File: config.mk
export PLATFORM = sky130hd
export DESIGN_NAME = id_ex_stage
export DESIGN_NICKNAME = d
export VERILOG_FILES = /design/src/rtl/id_ex_stage.sv
export SDC_FILE = /design/constraint.sdc
export NUM_CORES = 1
export LEC_CHECK = 0
export CAP_MARGIN = 20
export CORE_MARGIN = 5
export CORE_UTILIZATION = 44
export CTS_CLUSTER_SIZE = 12
export DETAILED_ROUTE_END_ITERATION = 10
export PLACE_DENSITY = 0.82
export SYNTH_ARGS = -nofsm -noshare
export SYNTH_HDL_FRONTEND = slang
export SYNTH_SLANG_ARGS = --single-unit
File: constraint.sdc
create_clock -name clk -period 3.2 [get_ports clk]
set_input_delay 0.64 -clock clk [delete_from_list [all_inputs] [get_ports clk]]
set_output_delay 0.64 -clock clk [all_outputs]
set_load 0.05 [all_outputs]
File: src/rtl/id_ex_stage.sv
// ID/EX pipeline register with operand forwarding, immediate select and load-use
// bubble insertion feeding the bit-sliced EX-stage ALU.
module id_ex_stage #(
    parameter int WIDTH = 32,
    parameter int RADDR = 5
) (
    input  logic             clk,
    input  logic             rst_n,
    input  logic             id_valid,
    input  logic [RADDR-1:0] id_rs1,
    input  logic [RADDR-1:0] id_rs2,
    input  logic [RADDR-1:0] id_rd,
    input  logic [WIDTH-1:0] id_rs1_data,
    input  logic [WIDTH-1:0] id_rs2_data,
    input  logic [WIDTH-1:0] id_imm,
    input  logic             id_use_imm,
    input  logic [2:0]       id_op,
    input  logic             id_reg_write,
    input  logic             id_mem_read,
    input  logic             stall,
    input  logic             flush,
    input  logic [RADDR-1:0] mem_rd,
    input  logic             mem_reg_write,
    input  logic [WIDTH-1:0] mem_result,
    input  logic [RADDR-1:0] wb_rd,
    input  logic             wb_reg_write,
    input  logic [WIDTH-1:0] wb_result,
    output logic             ex_valid,
    output logic [WIDTH-1:0] ex_a,
    output logic [WIDTH-1:0] ex_b,
    output logic [2:0]       ex_S,
    output logic             ex_cin,
    output logic [RADDR-1:0] ex_rd,
    output logic             ex_reg_write,
    output logic             ex_mem_read,
    output logic [WIDTH-1:0] ex_store_data,
    output logic             hazard_stall
);

    logic             valid_q, valid_d;
    logic [RADDR-1:0] rs1_q, rs1_d;
    logic [RADDR-1:0] rs2_q, rs2_d;
    logic [RADDR-1:0] rd_q, rd_d;
    logic [WIDTH-1:0] rs1_data_q, rs1_data_d;
    logic [WIDTH-1:0] rs2_data_q, rs2_data_d;
    logic [WIDTH-1:0] imm_q, imm_d;
    logic             use_imm_q, use_imm_d;
    logic [2:0]       op_q, op_d;
    logic             reg_write_q, reg_write_d;
    logic             mem_read_q, mem_read_d;
    logic [WIDTH-1:0] fwd_a, fwd_b;

    // A load in EX cannot forward to the instruction now in ID; hold ID one cycle.
    always_comb begin
        hazard_stall = valid_q & mem_read_q & (rd_q != '0) & id_valid &
                       ((rd_q == id_rs1) | (~id_use_imm & (rd_q == id_rs2)));
    end

    always_comb begin
        valid_d     = valid_q;
        rs1_d       = rs1_q;
        rs2_d       = rs2_q;
        rd_d        = rd_q;
        rs1_data_d  = rs1_data_q;
        rs2_data_d  = rs2_data_q;
        imm_d       = imm_q;
        use_imm_d   = use_imm_q;
        op_d        = op_q;
        reg_write_d = reg_write_q;
        mem_read_d  = mem_read_q;
        if (flush || (!stall && hazard_stall)) begin
            valid_d     = 1'b0;
            reg_write_d = 1'b0;
            mem_read_d  = 1'b0;
        end else if (!stall) begin
            valid_d     = id_valid;
            rs1_d       = id_rs1;
            rs2_d       = id_rs2;
            rd_d        = id_rd;
            rs1_data_d  = id_rs1_data;
            rs2_data_d  = id_rs2_data;
            imm_d       = id_imm;
            use_imm_d   = id_use_imm;
            op_d        = id_op;
            reg_write_d = id_reg_write;
            mem_read_d  = id_mem_read;
        end
    end

    always_ff @(posedge clk or negedge rst_n) begin
        if (!rst_n) begin
            valid_q     <= 1'b0;
            rs1_q       <= '0;
            rs2_q       <= '0;
            rd_q        <= '0;
            rs1_data_q  <= '0;
            rs2_data_q  <= '0;
            imm_q       <= '0;
            use_imm_q   <= 1'b0;
            op_q        <= 3'b000;
            reg_write_q <= 1'b0;
            mem_read_q  <= 1'b0;
        end else begin
            valid_q     <= valid_d;
            rs1_q       <= rs1_d;
            rs2_q       <= rs2_d;
            rd_q        <= rd_d;
            rs1_data_q  <= rs1_data_d;
            rs2_data_q  <= rs2_data_d;
            imm_q       <= imm_d;
            use_imm_q   <= use_imm_d;
            op_q        <= op_d;
            reg_write_q <= reg_write_d;
            mem_read_q  <= mem_read_d;
        end
    end

    // Younger result (EX/MEM) wins over WB; r0 is never forwarded.
    always_comb begin
        fwd_a = rs1_data_q;
        if (rs1_q != '0) begin
            if (mem_reg_write && (mem_rd == rs1_q))     fwd_a = mem_result;
            else if (wb_reg_write && (wb_rd == rs1_q))  fwd_a = wb_result;
        end
        fwd_b = rs2_data_q;
        if (rs2_q != '0) begin
            if (mem_reg_write && (mem_rd == rs2_q))     fwd_b = mem_result;
            else if (wb_reg_write && (wb_rd == rs2_q))  fwd_b = wb_result;
        end
    end

    assign ex_a          = fwd_a;
    assign ex_store_data = fwd_b;
    assign ex_b          = use_imm_q ? imm_q : fwd_b;
    assign ex_S          = op_q;
    assign ex_cin        = (op_q == 3'b011);
    assign ex_valid      = valid_q;
    assign ex_rd         = valid_q ? rd_q : '0;
    assign ex_reg_write  = valid_q & reg_write_q;
    assign ex_mem_read   = valid_q & mem_read_q;

endmodule
Yosys cells after proc, flatten, opt, wreduce, memory -nomap -nowiden
Cells that the tools add are included.
{"block": "word_totals", "regBits": 118, "input_bits": 198, "output_inout_bits": 109}
{"block": "classes", "mux": 14, "bitwise": 10, "n_reduce_logical": 11, "eq_ne": 8}
{"operator": "32-bit two-way mux", "n": 7}
{"operator": "5-bit == test", "n": 6}
{"operator": "5-bit nonzero test", "n": 3}
{"operator": "1-bit AND", "n": 6}
{"operator": "1-bit two-way mux", "n": 6}
{"operator": "1-bit logical AND", "n": 5}
{"operator": "5-bit two-way mux", "n": 1}
{"operator": "3-bit by 2-bit == test with 1-bit output, second input constant", "n": 1}
{"operator": "1-bit inverter", "n": 3}
{"operator": "2-bit by 1-bit != test with 1-bit output, second input constant", "n": 1}
{"operator": "2-bit AND reduction", "n": 1}
{"operator": "1-bit zero test", "n": 1}
{"operator": "1-bit logical OR", "n": 1}
{"operator": "1-bit bitwise OR", "n": 1}

Longest topological paths before layout
Gate-level depths: netlist of run 1.
{"block": "logic_depth", "ltp_word": 8, "ltp_mapped": 8, "ltp_nobuf": 5}

Worst setup path before layout of run 1
Ideal clock, no wire load.
{"block": "synth_path", "kind": "input to output", "startpoint": "input mem_rd[3]", "endpoint": "output ex_a[10]", "cell_stages": 7, "required_time_ps": 2560, "setup_slack_ps": 30, "arrival_time_ps": 2530, "path_cell_list": "xnor2_1 nand4_1 or2_2 clkbuf_1 clkbuf_1 buf_1 o221ai_1"}
{"block": "synth_via", "elab_chain_cells": 4}
{"element": "start, declared", "line_no": "22", "text": "input logic [RADDR-1:0] mem_rd,"}
{"element": "5-bit == test", "line_no": "122", "text": "if (mem_reg_write && (mem_rd == rs1_q)) fwd_a = mem_result;"}
{"element": "1-bit logical AND", "line_no": "122"}
{"element": "32-bit two-way mux", "line_no": "122"}
{"element": "32-bit two-way mux", "line_no": "121", "text": "if (rs1_q != '0) begin"}
{"element": "end, declared", "line_no": "29", "text": "output logic [WIDTH-1:0] ex_a,"}
No other way between the ends.

Final worst setup path of run 1
{"block": "layout_path", "startpoint": "register rs2_q[0]", "endpoint": "output ex_b[7]"}
{"block": "layout_via", "elab_chain_cells": 6, "elab_cells_between_ends": 9, "classes_between": "eq/ne: 2; mux: 4; reduce/logical: 3"}
{"element": "start, declared", "line_no": "42", "text": "logic [RADDR-1:0] rs2_q, rs2_d;"}
{"element": "start signal, assigned", "line_no": "106", "text": "rs2_q <= rs2_d;"}
{"element": "5-bit == test", "line_no": "128", "text": "else if (wb_reg_write && (wb_rd == rs2_q)) fwd_b = wb_result;"}
{"element": "1-bit logical AND", "line_no": "128"}
{"element": "32-bit two-way mux", "line_no": "128"}
{"element": "32-bit two-way mux", "line_no": "127", "text": "if (mem_reg_write && (mem_rd == rs2_q)) fwd_b = mem_result;"}
{"element": "32-bit two-way mux (*)", "line_no": "126", "text": "if (rs2_q != '0) begin"}
{"element": "32-bit two-way mux (*)", "line_no": "134", "text": "assign ex_b = use_imm_q ? imm_q : fwd_b;"}
{"element": "end, declared", "line_no": "30", "text": "output logic [WIDTH-1:0] ex_b,"}
Every way passes the cells marked *; elsewhere a longest branch is shown, timed or not.

==> flow_metrics.tcl, run 1 <==
set metrics [dict create \
    fin_worst_skew_ps 8.09 \
    critPathArrivalTime_ps 2760 \
    area_growth_pct 68.8 \
    drc_errors 0 \
    cts_sinks 118 \
    grt_max_degree 57 \
    clk_latency_ps 410 \
    ys_warn_count 0 \
    hp-class "input pin to async pin" \
    cts_buffers 17 \
    hold_violations 0 \
    vias 8008 \
    ant_nets 0 \
    cts_tree "done" \
    io_buffers 306 \
    clockRootBuffer "clkbuf_16" \
    wl_um 32300 \
    clockBufferDepth 2 \
    cellPowerDensity_mw_per_mm2 560 \
    multi_input_area_mm2 0.00425 \
    cp_cell_sequence "xnor2_1, nand4_1, buf_4, nor2_4, buf_6, buf_12, mux2_4, a221o_1, buf_6" \
    rr_startpoint "rd_q[2]" \
    nets 1317 \
    critPathKind "flop to output pin" \
    violations "negative setup slack" \
    placedCellCount 1289 \
    core_mm2 0.0166 \
    htree_num_levels 4 \
    critPathRequiredTime_ps 2560 \
    drv_cap 0 \
    num_rows 47 \
    cp_common_cell "buf_6" \
    first_pass_iters 5 \
    fillers 1090 \
    layout.cells.non_filler 1353 \
    pin_count 307 \
    start_kind "flop" \
    setup_ws_ps -197 \
    synthCells 769 \
    grtUsageTotal_pct 30.6 \
    outcome "finished, violations left" \
    max_freq_ghz 0.294 \
    overflow 0 \
    synth_area_mm2 0.00751 \
    reg2reg_slack_ps 820 \
    final_cell_mix "197 x clkdlybuf4s50_1, 116 x dfrtp_1, 88 x buf_4, 74 x buf_6, 65 x inv_1" \
    vias_per_cell 5.92 \
    ys_seq_elements 118 \
    rsz0062_at_grt "true" \
    grt_pass1_vias 8022 \
    synth_cell_types 33 \
    final_common_cell "clkdlybuf4s50_1" \
    final-setup-viol-count 47 \
    dpl.hpwl_um 21700 \
    ir_drop_v 0.000550 \
    worstMarginPinSlew_ps 1030 \
    wl_per_cell_um 23.9 \
    initial_core_util_pct 45.1 \
    slowest_stage "dfrtp_1" \
    postSynthAreaPerCell_um2 9.76 \
    r2r_cells 5 \
    ctsHoldBuffers 0 \
    path_max_fanout 5 \
    min_period_ps 3400 \
    drive_above_1_share_pct 33.7 \
    slew_viol_final 0 \
    cpPeakStageDelay_ps 450 \
    dieArea_mm2 0.0198 \
    fp.dieW_um 141 \
    cp-end-kind "output pin" \
    synth_seq_area_share_pct 39.3 \
    r2r_end "imm_q[8]" \
    grt_antenna_before_repair 1 \
    place.gp.congestion 0.880 \
    leakage_nw 5.53 \
    fin_util_pct 76.1 \
    drtIter0Drc 730 \
    register_area_mm2 0.00296 \
    grt_pass1_wl_um 47000 \
    clk_pin_slew_ps 60 \
    synth_fp_nets 967 \
    die_h_um 141 \
    relSlewSlack_pct 31.1 \
    min_period_over_period_pct 106 \
]
==> state kept, by name (all words and copies together), names as in the netlist <==
register     count
mem_read_q       1
imm_q           32
ex_S             3
rs2_data_q      32
rd_q             5
rs1_data_q      32
rs1_q            5
ex_valid         1
reg_write_q      1
use_imm_q        1
rs2_q            5
==> through the flow <==
step | TNS (ps) | power [mW] | hold slack [ps] | cell area (µm²) | setup slack (ps)
after floorplan | 0 | 3.60 | 344 | 7510 | 30.1
after global placement | -20080 | 4.59 | 491 | 11000 | -285
after detailed placement | -22060 | 4.62 | 497 | 11000 | -306
after CTS | -217 | 6.96 | 290 | 12300 | -49.2
after global routing | -10140 | 7.32 | 331 | 12700 | -283
final | -4740 | 7.09 | 270 | 12700 | -197
==> worst max-delay path by stage <==
stage / from / to / slack [ps] / cells after the start
4_1_cts: rs2_q[1] / ex_b[13] / -50 / 10
5_1_grt: rs2_q[0] / ex_b[7] / -280 / 9
2_1_floorplan: mem_rd[3] / ex_a[10] / 30 / 7
3_5_place_dp: mem_rd[1] / ex_b[16] / -310 / 8
3_3_place_gp: mem_rd[1] / ex_b[16] / -290 / 8
6_report: rs2_q[0] / ex_b[7] / -200 / 9
==> per-layer routing <==
layer  track usage, %  share of wire, %
met1             39.5                39
met2             48.2                47
met3             8.94               9.7
met4             12.7               3.8
met5                0                 0
==> what timing repair did <==
item / in CTS / in global routing
buffers inserted: 20 / 2
gates resized for setup: 113 / 68
setup endpoints to repair: 96 / 96
pin swaps: 21 / 22
cloned: 9 / 3
==> layout make-up <==
| type | count | share of cell area, % |
|---|---|---|
| Antenna cell | 1 | 0.0198 |
| Multi-Input combinational cell | 514 | 33.6 |
| Tap cell | 220 | 2.17 |
| Clock inverter | 14 | 1.78 |
| Inverter | 65 | 1.93 |
| Timing Repair Buffer | 403 | 33.8 |
| Sequential cell | 118 | 23.3 |
| Clock buffer | 18 | 3.39 |
==> cells by family (layout without fill, tap and decap cells) <==
logic type             after synthesis  count (layout)  synth area share, %
AND/OR/NAND/NOR                    197             197                 13.3
AO/OA/AOI/OAI                      172             172                 17.5
buffers and inverters              137             500                 8.10
flip-flops                         118             118                 39.3
multiplexers                       115             115                 18.3
XOR/XNOR                            30              30                 3.50
other                                0               1                    0
==> worst max-delay path: cells and delay by family, from the launching register on <==
kind            cells  cell delay (ps)
compound gates      1              370
xor+xnor            1              210
buf+inv             4              650
flops               1              450
mux                 1              340
simple gates        2              310
==> cells in the mapped netlist <==
master / instances / share of area, %
a22oi_1: 1 / 0.10
o22ai_1: 33 / 2.8
nand2b_1: 32 / 2.7
xnor2_1: 16 / 1.9
a221o_1: 32 / 4.3
nand2_1: 68 / 3.4
nor3_1: 35 / 2.3
buf_12: 3 / 0.80
buf_1: 9 / 0.45
and3_1: 1 / 0.083
or2_2: 1 / 0.083
and2_1: 7 / 0.58
nor4_1: 1 / 0.083
or4_1: 1 / 0.10
a22o_1: 32 / 3.7
o221ai_1: 26 / 3.0
buf_2: 3 / 0.20
clkbuf_1: 47 / 2.4
buf_4: 9 / 0.90
o21a_1: 2 / 0.20
a21oi_1: 36 / 2.4
o211ai_2: 1 / 0.17
nor4_2: 1 / 0.17
inv_1: 65 / 3.2
nor2_1: 9 / 0.45
buf_6: 1 / 0.15
o211ai_1: 9 / 0.90
nand3_1: 6 / 0.40
mux2_4: 20 / 4.0
xor2_1: 14 / 1.6
dfrtp_1: 118 / 39
nand4_1: 35 / 2.9
mux2_2: 95 / 14
==> power by group <==
part           total, mW  switching, mW  internal [mW]
registers           1.87          0.165           1.70
logic               3.07           1.76           1.31
clock network       2.15          0.754           1.39
total               7.09           2.68           4.41
No activity file was read; power rests on OpenSTA's default activity.
==> inputs of run 2 (changes only) <==
--- a/config.mk
+++ b/config.mk
@@ -7,10 +7,12 @@
 export LEC_CHECK = 0
 export CAP_MARGIN = 20
 export CORE_MARGIN = 5
-export CORE_UTILIZATION = 44
+export CORE_UTILIZATION = 45
+export CTS_CLUSTER_DIAMETER = 200
 export CTS_CLUSTER_SIZE = 12
 export DETAILED_ROUTE_END_ITERATION = 10
-export PLACE_DENSITY = 0.82
+export MAX_ROUTING_LAYER = met4
+export PLACE_DENSITY = 0.83
 export SYNTH_ARGS = -nofsm -noshare
 export SYNTH_HDL_FRONTEND = slang
 export SYNTH_SLANG_ARGS = --single-unit
==> constraint.sdc (replaced) <==
create_clock -name clk -period 4.2 [get_ports clk]
set_input_delay 0.84 -clock clk [delete_from_list [all_inputs] [get_ports clk]]
set_output_delay 0.84 -clock clk [all_outputs]
set_load 0.05 [all_outputs]
==> run 2 against run 1 <==
Net effect:
- the run now ends clean
- setup slack gained 420 ps
- critical path depth shrank 1
- sequential share of layout area grew 3.0 points
- worst hold slack gained 240 ps
- global-route usage shrank 0.50 points
- via count shrank 7.3%
- final cell count shrank 5.5%
- sequential power shrank 24%
- core utilization shrank 8.1 points
- critical endpoint is now ex_b[13]
- largest cell class is now multi-input combinational cells
- highest routed layer unchanged
==> flow_metrics.tcl, run 2 (same netlist as run 1, synthesis figures left out) <==
set metrics [dict create \
    min_period_over_period_pct 94.7 \
    reg2reg_slack_ps 1680 \
    placedCellCount 1246 \
    final_cell_mix "208 x clkdlybuf4s50_1, 117 x dfrtp_1, 111 x buf_4, 95 x mux2_2, 66 x nand2_1" \
    num_rows 47 \
    fillers 1300 \
    io_buffers 306 \
    grtUsageTotal_pct 30.1 \
    core_mm2 0.0165 \
    postCtsSetupBuffers 0 \
    vias_per_cell 5.81 \
    top_regs "imm_q: 32 flops, rs1_data_q: 32 flops, rs2_data_q: 32 flops" \
    min_period_ps 3980 \
    die_h_um 139 \
    rr_startpoint "rd_q[1]" \
    endpoint "ex_b[13]" \
    drtIter0Drc 850 \
    clk_latency_ps 410 \
    dieArea_mm2 0.0194 \
    layout.cells.non_filler 1278 \
    preCtsSetupSlack_ps 244 \
    relSlewSlack_pct 43.2 \
    ant_nets 0 \
    hp-class "flop to flop" \
    first_pass_iters 6 \
    grt_antenna_before_repair 2 \
    dpl.hpwl_um 21700 \
    place.gp.congestion 0.993 \
    clk_pin_slew_ps 50 \
    startpoint "mem_rd[0]" \
    cts_sinks 118 \
    post_dp_cell_area_mm2 0.0106 \
    critPathRequiredTime_ps 3360 \
    clockRootBuffer "clkbuf_16" \
    grt_pass1_wl_um 44200 \
    grt_pass1_vias 7379 \
    ctsHoldBuffers 0 \
    critPathKind "input pin to output pin" \
    cpPeakStageDelay_ps 540 \
    hold_slack_ps 507 \
    fin_worst_skew_ps 5.18 \
    r2r_cells 5 \
    drv_cap 0 \
    max_freq_ghz 0.251 \
    clockBufferDepth 2 \
    cellPowerDensity_mw_per_mm2 448 \
    final-setup-viol-count 0 \
    cp-end-kind "output pin" \
    htree_num_levels 4 \
    drive_above_1_share_pct 26.2 \
    path_max_fanout 25 \
    setup_ws_ps 221 \
    finalPower_mw 5.02 \
    register_area_mm2 0.00295 \
    fp.dieW_um 139 \
    fin_util_pct 68.0 \
    initial_core_util_pct 45.6 \
    wl_per_cell_um 22.6 \
    nets 1243 \
    hold_violations 0 \
    final_common_cell "clkdlybuf4s50_1" \
    pin_count 307 \
    fin_tns_setup_ps 0 \
    worstMarginPinSlew_ps 852 \
    leakage_nw 4.84 \
    area_growth_pct 49.2 \
    critPathArrivalTime_ps 3140 \
    wl_um 28900 \
    grt_max_degree 66 \
    slew_viol_final 0 \
    cp_cell_sequence "clkdlybuf4s50_1, xnor2_1, nand4_1, nor2_4, buf_12, mux2_2, a221o_1, buf_4" \
    rsz0062_at_grt "false" \
    final_area_mm2 0.0112 \
    slowest_stage "clkdlybuf4s50_1" \
    cts_tree "done" \
    multi_input_area_mm2 0.00399 \
    start_kind "input pin" \
    vias 7420 \
    outcome "finished clean" \
    ir_drop_v 0.000309 \
    cts_buffers 17 \
    cts_resized 0 \
    overflow 0 \
    drc_errors 0 \
    r2r_end "rs2_data_q[4]" \
]
-- run 2: where the power goes --
part	total (mW)	switching [mW]	internal [mW]
logic	2.04	1.24	0.806
clock network	1.54	0.512	1.03
registers	1.43	0.133	1.30
total	5.02	1.88	3.13
-- run 2: worst max-delay path: cells and delay by family --
kind                   cells  cell delay (ps)
AO/OA/AOI/OAI              1              340
XOR/XNOR                   1              140
multiplexers               1              380
buffers and inverters      3              950
AND/OR/NAND/NOR            2              470
-- run 2: worst min-delay path by stage --
stage | startpoint | endpoint | slack, ps | cells after the start
after global routing | imm_q[6] | imm_q[6] | 530 | 1
after floorplan | imm_q[30] | imm_q[30] | 480 | 1
after detailed placement | imm_q[29] | imm_q[29] | 500 | 1
final | imm_q[18] | imm_q[18] | 510 | 1
after global placement | imm_q[11] | imm_q[11] | 490 | 1
after CTS | imm_q[29] | imm_q[29] | 510 | 1
-- run 2: layer usage --
metal  GRT usage [%]  part of all wire, %  vias to the layer above
met5               -                    0                        -
met4            9.53                  2.6                        0
met3            7.21                  9.3                       50
met2            44.3                   46                      415
met1            41.3                   42                     3592
li1                -                    -                     3363
-- run 2: cell type report --
type                            count  area share [%]
Multi-Input combinational cell    514            35.6
Inverter                           65            2.18
Sequential cell                   118            26.4
Tap cell                          220            2.46
Clock buffer                       21            4.20
Antenna cell                        2          0.0447
Timing Repair Buffer              329            27.8
Clock inverter                      9            1.34
==> inputs of run 3 (changes only) <==
--- a/config.mk
+++ b/config.mk
@@ -11,6 +11,7 @@
 export CTS_CLUSTER_DIAMETER = 200
 export CTS_CLUSTER_SIZE = 12
 export DETAILED_ROUTE_END_ITERATION = 10
+export GPL_TIMING_DRIVEN = 0
 export MAX_ROUTING_LAYER = met4
 export PLACE_DENSITY = 0.83
 export SYNTH_ARGS = -nofsm -noshare
==> run 3 against run 2 <==
Net effect:
- the run now ends with design-rule violations left
- sequential power about the same
- die area did not move
- first-iteration DRC count shrank 8.4%
- flip-flop and latch count is the same
- final cell count grew 4.1%
- via count rose by 2.6%
- clock skew up 6.4 ps
- critical endpoint is now ex_a[9]
- largest power group unchanged
- routed wire length increased by 1.5%
- total power shrank 3.0%
- register-to-register slack better by 140 ps
- design area is essentially flat
==> flow_metrics.tcl, run 3 (same netlist as run 1, synthesis figures left out) <==
set metrics [dict create \
    final_common_cell "clkdlybuf4s50_1" \
    r2r_cells 7 \
    critPathArrivalTime_ps 3270 \
    grt_antenna_before_repair 1 \
    critPathKind "input pin to output pin" \
    fp.dieW_um 139 \
    ir_drop_v 0.000339 \
    critPathRequiredTime_ps 3360 \
    final-setup-viol-count 0 \
    initial_core_util_pct 45.6 \
    min_period_over_period_pct 97.9 \
    wl_per_cell_um 22.0 \
    clk_pin_slew_ps 60 \
    drtIter0Drc 779 \
    grt_pass1_wl_um 45300 \
    slew_viol_final 0 \
    place.gp.congestion 0.912 \
    clockBufferDepth 2 \
    slowest_stage "clkdlybuf4s50_1" \
    hold_violations 0 \
    cp_cell_sequence "clkdlybuf4s50_1, xor2_1, nor4_1, and3_2, o21a_1, clkbuf_4, o211ai_1, dlygate4sd2_1" \
    hp-class "input pin to async pin" \
    multi_input_area_mm2 0.00397 \
    drv_cap 0 \
    die_h_um 139 \
    io_buffers 306 \
    pin_count 307 \
    fin_worst_skew_ps 11.5 \
    relSlewSlack_pct 59.7 \
    max_freq_ghz 0.243 \
    core_mm2 0.0165 \
    grt_pass1_vias 7815 \
    layout.cells.non_filler 1331 \
    critPathTopFamily "buffers and inverters" \
    rr_startpoint "rd_q[2]" \
    reg2reg_slack_ps 1820 \
    leakage_nw 4.85 \
    drc_errors 2 \
    start_kind "input pin" \
    clk_latency_ps 420 \
    dieArea_mm2 0.0194 \
    htree_num_levels 4 \
    cpPeakStageDelay_ps 470 \
    cts_buffers 17 \
    fin_util_pct 68.0 \
    dpl.hpwl_um 22900 \
    min_period_ps 4110 \
    register_area_mm2 0.00295 \
    r2r_end "rs2_data_q[22]" \
    final_cell_mix "208 x clkdlybuf4s50_1, 118 x dfrtp_1, 95 x mux2_2, 68 x nand2_1, 65 x inv_1" \
    worstMarginPinSlew_ps 604 \
    violations "design-rule violations" \
    area_growth_pct 49.2 \
    drive_above_1_share_pct 25.1 \
    num_rows 47 \
    cts_sinks 118 \
    cp-end-kind "output pin" \
    cts_tree "done" \
    wl_um 29300 \
    path_max_fanout 10 \
    overflow 0 \
    outcome "finished, violations left" \
    grtUsageTotal_pct 30.6 \
    grt_max_degree 61 \
    cellPowerDensity_mw_per_mm2 435 \
    top_regs "imm_q: 32 flops, rs1_data_q: 32 flops, rs2_data_q: 32 flops" \
    placedCellCount 1296 \
    fin_tns_setup_ps 0 \
    worst-path-buf-inv 3 \
    first_pass_iters 8 \
    nets 1296 \
    ant_nets 0 \
    fillers 1338 \
    vias_per_cell 5.72 \
    vias 7616 \
    finalPower_mw 4.87 \
    clockRootBuffer "clkbuf_16" \
]
## run 3: layout make-up
type | instances | share of cell area, %
multi-input cells | 514 | 35.5
flip-flops and latches | 118 | 26.4
repair buffers | 311 | 24.9
clock buffers | 23 | 4.27
plain buffers | 71 | 3.46
well taps | 220 | 2.46
inverters | 65 | 2.18
clock inverters | 8 | 0.883
diodes | 1 | 0.0223
## run 3: worst register-to-register path, cell delays in order (launching register included)
cell and delay [ps]:
dfrtp_1 430, or4_1 570, o211ai_2 290, o21a_1 200
buf_6 160, buf_12 160, buf_12 160, mux2_4 310
## run 3: through the flow
| stage | area (µm²) | hold slack (ps) | setup WS, ps |
|---|---|---|---|
| floorplan | 7510 | 481 | 630 |
| global placement | 10800 | 490 | -2330 |
| detailed placement | 10900 | 499 | -710 |
| CTS | 11500 | 411 | -113 |
| global route | 11200 | 434 | -42.3 |
| finish | 11200 | 378 | 89.9 |
## run 3: where the power goes
| group | internal, mW | switching, mW |
|---|---|---|
| combinational | 0.730 | 1.27 |
| sequential | 1.30 | 0.118 |
| clock | 0.914 | 0.537 |
| total | 2.94 | 1.92 |
## run 3: worst max path at each step
| stage | endpoint | startpoint | cells past startpoint |
|---|---|---|---|
| floorplan | ex_a[10] | mem_rd[3] | 7 |
| global placement | rs1_data_q[23] | rst_n | 1 |
| detailed placement | ex_b[13] | wb_rd[3] | 8 |
| CTS | ex_b[28] | mem_rd[2] | 8 |
| global route | ex_a[2] | wb_rd[1] | 8 |
| finish | ex_a[9] | wb_rd[1] | 8 |
## run 3: layer usage
layer / track usage, % / vias up / routed length, µm
li1: - / 3475 / -
met1: 39.7 / 3666 / 12100
met2: 48.7 / 413 / 14100
met3: 6.79 / 62 / 2270
met4: 8.65 / 0 / 797
met5: - / - / 0
## run 3: timing repair
item                       4_1_cts  5_1_grt
setup buffers                    2        2
hold buffers                     0        0
pin swaps                        2        3
setup endpoints to repair       97       92
cloned                           0        0
gates resized for setup        232      153
